$ cat src/rtl/led_shift_ctrl.sv
// LED bank sequencer: steps a pattern once per rising edge of the slow
// divider clock, which is synchronised into clk_in and used only as data.
module led_shift_ctrl #(
    parameter int unsigned   N            = 8,
    parameter logic [N-1:0]  INIT_PATTERN = N'(8'b1000_0000)
) (
    input  logic         clk_in,
    input  logic         rst,
    input  logic         slow_clk,
    input  logic         en,
    input  logic [1:0]   mode,
    input  logic         load,
    input  logic [N-1:0] load_pattern,
    output logic [N-1:0] led,
    output logic         step_tick,
    output logic         dir
);

    typedef enum logic {
        RIGHT = 1'b0,
        LEFT  = 1'b1
    } dir_e;

    localparam logic [1:0] MODE_ROR    = 2'b00;
    localparam logic [1:0] MODE_ROL    = 2'b01;
    localparam logic [1:0] MODE_BOUNCE = 2'b10;

    // Synchroniser chain and edge-detect qualification
    logic         s1_q, s2_q, s3_q;
    logic         v1_q, v2_q;
    logic         armed_q, armed_d;
    logic         tick_c;

    // Pattern, direction and step pulse state
    logic [N-1:0] led_q, led_d;
    dir_e         dir_q, dir_d;
    logic         step_q, step_d;

    // Three-flop synchroniser plus fill tracking. The reset zeros in s2 are
    // not real samples of slow_clk, so v2_q marks when s2 holds real data.
    always_ff @(posedge clk_in or posedge rst) begin
        if (rst) begin
            s1_q    <= 1'b0;
            s2_q    <= 1'b0;
            s3_q    <= 1'b0;
            v1_q    <= 1'b0;
            v2_q    <= 1'b0;
            armed_q <= 1'b0;
        end else begin
            s1_q    <= slow_clk;
            s2_q    <= s1_q;
            s3_q    <= s2_q;
            v1_q    <= 1'b1;
            v2_q    <= v1_q;
            armed_q <= armed_d;
        end
    end

    // Arm only after a genuine low sample so a level held high across
    // reset release cannot masquerade as a rising edge.
    always_comb begin
        armed_d = armed_q | (v2_q & ~s2_q);
        tick_c  = s2_q & ~s3_q & armed_q;
    end

    // State register for pattern, bounce direction and step pulse
    always_ff @(posedge clk_in or posedge rst) begin
        if (rst) begin
            led_q  <= INIT_PATTERN;
            dir_q  <= RIGHT;
            step_q <= 1'b0;
        end else begin
            led_q  <= led_d;
            dir_q  <= dir_d;
            step_q <= step_d;
        end
    end

    // Next-state: load beats a step; a tick with en=0 is simply dropped
    always_comb begin
        led_d  = led_q;
        dir_d  = dir_q;
        step_d = 1'b0;

        if (load) begin
            led_d = load_pattern;
            dir_d = RIGHT;
        end else if (tick_c && en) begin
            case (mode)
                MODE_ROR: begin
                    led_d  = {led_q[0], led_q[N-1:1]};
                    step_d = 1'b1;
                end
                MODE_ROL: begin
                    led_d  = {led_q[N-2:0], led_q[N-1]};
                    step_d = 1'b1;
                end
                MODE_BOUNCE: begin
                    step_d = 1'b1;
                    // Reversal happens on the same tick that hits the end
                    case (dir_q)
                        RIGHT: begin
                            if (led_q[0]) begin
                                dir_d = LEFT;
                                led_d = led_q << 1;
                            end else begin
                                led_d = led_q >> 1;
                            end
                        end
                        LEFT: begin
                            if (led_q[N-1]) begin
                                dir_d = RIGHT;
                                led_d = led_q >> 1;
                            end else begin
                                led_d = led_q << 1;
                            end
                        end
                        default: dir_d = RIGHT;
                    endcase
                end
                default: begin
                    // Hold mode: tick consumed, pattern frozen
                end
            endcase
        end
    end

    // Registered outputs
    assign led       = led_q;
    assign step_tick = step_q;
    assign dir       = (dir_q == LEFT);

endmodule

$ cat config.mk
export PLATFORM = sky130hd
export DESIGN_NAME = led_shift_ctrl
export DESIGN_NICKNAME = d
export VERILOG_FILES = /design/src/rtl/led_shift_ctrl.sv
export SDC_FILE = /design/constraint.sdc
export NUM_CORES = 1
export LEC_CHECK = 0
export CELL_PAD_IN_SITES_DETAIL_PLACEMENT = 0
export CELL_PAD_IN_SITES_GLOBAL_PLACEMENT = 1
export CORE_MARGIN = 2
export CORE_UTILIZATION = 35
export CTS_CLUSTER_SIZE = 25
export DETAILED_ROUTE_END_ITERATION = 12
export GPL_ROUTABILITY_DRIVEN = 0
export GPL_TIMING_DRIVEN = 0
export PLACE_DENSITY = 0.75
export SLEW_MARGIN = 15
export SYNTH_ARGS = -nofsm -noshare
export SYNTH_HDL_FRONTEND = slang
export SYNTH_SLANG_ARGS = --single-unit
$ cat constraint.sdc
create_clock -name clk_in -period 1.8 [get_ports clk_in]
set_clock_uncertainty 0.1 [all_clocks]
set_input_delay 0.36 -clock clk_in [delete_from_list [all_inputs] [get_ports clk_in]]
set_output_delay 0.36 -clock clk_in [all_outputs]
set_load 0.05 [all_outputs]
==> qor.csv <==
metric,value,unit
asr flop ratio synth,1.000,
final instance area,1420,µm²
Setup crit start kind,register,
n_diodes,0,
final max-slew violation count,0,
WHS,0.2648,ns
reg2reg start,led[0],
Crit path max-delay family,buffers and inverters,
Clock Path Buffers,2,
power density over the cells,699.4,nW/µm²
clk root buf,clkbuf_4,
Area Growth Syn to Fin,40.30,%
placed insts,172,
share of layout cells above drive strength 1,0.2245,
status,"complete, no violations",
# DRC,0,
Hold Crit Class,reg2reg,
max-cap viol count,0,
worst hold start,v1_q,
Leak Pwr,0.5977,nW
# port buffers,24,
Final Routed Wirelength,2814,µm
Fmax,570.2,MHz
FILL cells,266,
Mapped Nets,137,
Max IR drop VDD,0.0005131,V
Die X,57.78,µm
worst stage delay on the critical path,0.52,ns
"Hold Violations, Final",0,
"Period Utilization, post-route",0.9742,
Placed Area,1306,µm²
synthesized area,1012,µm²
most frequent cell after synthesis,dfrtp_1,
DR iter-0 viols,52,
initial antenna violation count,0,
# rows,19,
share of the synthesized area in the top cell type,0.3708,
Core Area,2758,µm²
RSZ-0062 raised after global routing,no,
fin nets,168,
sequential area share after synthesis,0.3968,
Crit path required time,1.34,ns
Multi-input gate area,580.6,µm²
"EDFF count, synth",0,
Starting Density,0.3671,
register bit total from synthesis,16,
Worst Setup End Kind,primary output,
die area,3338,µm²
top cell type by total area after synthesis,dfrtp_1,
CP max FO,7,
relative slew slack,0.5894,
DR pass1 iterations,4,
post-layout util,0.5150,
Worst path depth,1,
Clock transition at path regs,0.12,ns
ys flop type,dfrtp_1,
DRT antenna net count,0,
worst-path cell with the longest stage delay,clkdlybuf4s15_1,
register area,404.1,µm²
synth top area cells,"dfrtp_1 (37%), ha_1 (6.2%), nand3_1 (4.4%), nand2_1 (4.1%), inv_1 (3.7%)",
total track usage,0.1907,
DR vias/cell,5.674,
critical path type,reg2out,
CP startpoint,led[0],
R2R depth,4,
fin crit period,1.754,ns
Worst Tran Pin Value,0.6152,ns
placed wire-length estimate,1895,µm
vias in the first global route,1071,
CP cell instances,clkdlybuf4s15_1,
Crit path arrival time,1.29,ns
Chip Height,57.78,µm
Skew-Pair Late Insertion Delay,0.31,ns
Mapped Cells,117,
Tot Pwr,0.9933,mW
io pins,25,
# setup viols final,0,
H-tree depth,1,
synth unique cells,36,
yosys warns,0,
WP buf/inv,1,
CTS Buf Count,3,
CTS Sinks,16,
first-pass GRT wire length,4871,µm
routed len/inst,15.81,µm
GRT overflow,0,
vias,1010,
CTS tree,yes,
largest net degree at the start of global routing,17,
Post-Layout Cell Count,178,
average cell area after synthesis,8.651,µm²
hold depth,0,
Post-synth top cells,"dfrtp_1 (15), nand2_1 (11), inv_1 (10)",
[path summary, 6_finish.rpt]
path | endpoint | slack, ns
worst max-delay path | led[0] | 0.05
worst min-delay path | v2_q | 0.26
worst max register to register | led[6] | 0.09
worst min register to register | v2_q | 0.26
max in group asynchronous | led[0] | 0.86
min in group asynchronous | armed_q | 0.31
[logic make-up (layout without fill, tap and decap cells)]
logic type      after synthesis  after routing  synth area share
fa+ha+maj                     5              5           0.06180
flops                        16             16            0.3968
buf+inv                      20             50           0.09147
compound gates               34             34            0.2410
other cells                   1              1          0.003705
simple gates                 41             41            0.2052
[worst reg2reg max path, delay by kind of cell, from the launching register on]
kind            cells  cell delay, ns
simple gates        1            0.35
compound gates      3            0.64
flops               1            0.49
[layer usage]
metal / vias to the layer above / global-route usage / wire (µm)
li1: 475 / - / -
met1: 478 / 0.2500 / 1238
met2: 50 / 0.3198 / 1366
met3: 7 / 0.03348 / 161
met4: 0 / 0.05980 / 47
met5: - / 0 / 0
[flip-flops by register name (all words and copies together) (netlist names)]
register	cells
led	8
armed_q	1
dir	1
s1_q	1
s2_q	1
s3_q	1
step_tick	1
v1_q	1
v2_q	1
[where the power goes]
| part | total [mW] | switching, mW | internal (mW) |
|---|---|---|---|
| combinational | 0.312 | 0.189 | 0.123 |
| clock | 0.260 | 0.136 | 0.123 |
| sequential | 0.422 | 0.0346 | 0.387 |
[per-stage QoR]
| step | setup WS (ns) | TNS, ns |
|---|---|---|
| after detailed placement | -0.7958 | -6.216 |
| after global routing | 0.007929 | 0 |
| final | 0.04636 | 0 |
| after floorplan | -0.005358 | -0.005358 |
| after global placement | -0.6948 | -5.693 |
| after CTS | 0.006804 | 0 |
[cell usage in the layout (no fill, tap or decap), types with 2 or more instances in the layout]
master           netlist  routed
a211oi_1               3       3
a21o_1                 2       2
a21oi_1                4       4
a31oi_1                3       3
buf_12                 0       2
buf_2                  2       4
buf_4                  0       4
clkbuf_2               0       4
clkbuf_4               0       3
clkdlybuf4s15_1        0       4
clkdlybuf4s50_1        0      12
dfrtp_1               15      13
dfrtp_2                0       2
dlygate4sd2_1          0       3
ha_1                   5       3
inv_1                 10       8
inv_2                  0       2
nand2_1               11      11
nand2b_1               4       4
nand3_1                9       9
nor2_1                 5       5
nor3_1                 4       4
o2111ai_1              3       3
o21ai_0                6       3
o21ai_1                0       3
o31ai_1                3       2
o32ai_2                0       2
or2_1                  1       2
[final cells by class]
class,instances,share of cell area
multi-input combinational,81,0.4088
sequential,16,0.2846
timing repair buffer,29,0.1885
buffer,7,0.03877
tap,31,0.02731
inverter,10,0.02643
clock buffer,4,0.02555
[what timing repair did]
action,CTS,global route
hold buffers,0,0
endpoints found under the hold margin,0,0
cloned,0,0
buffers inserted,3,2
setup endpoints to repair,18,12
gates resized for setup,31,17
(Power assumes the default switching activity.)
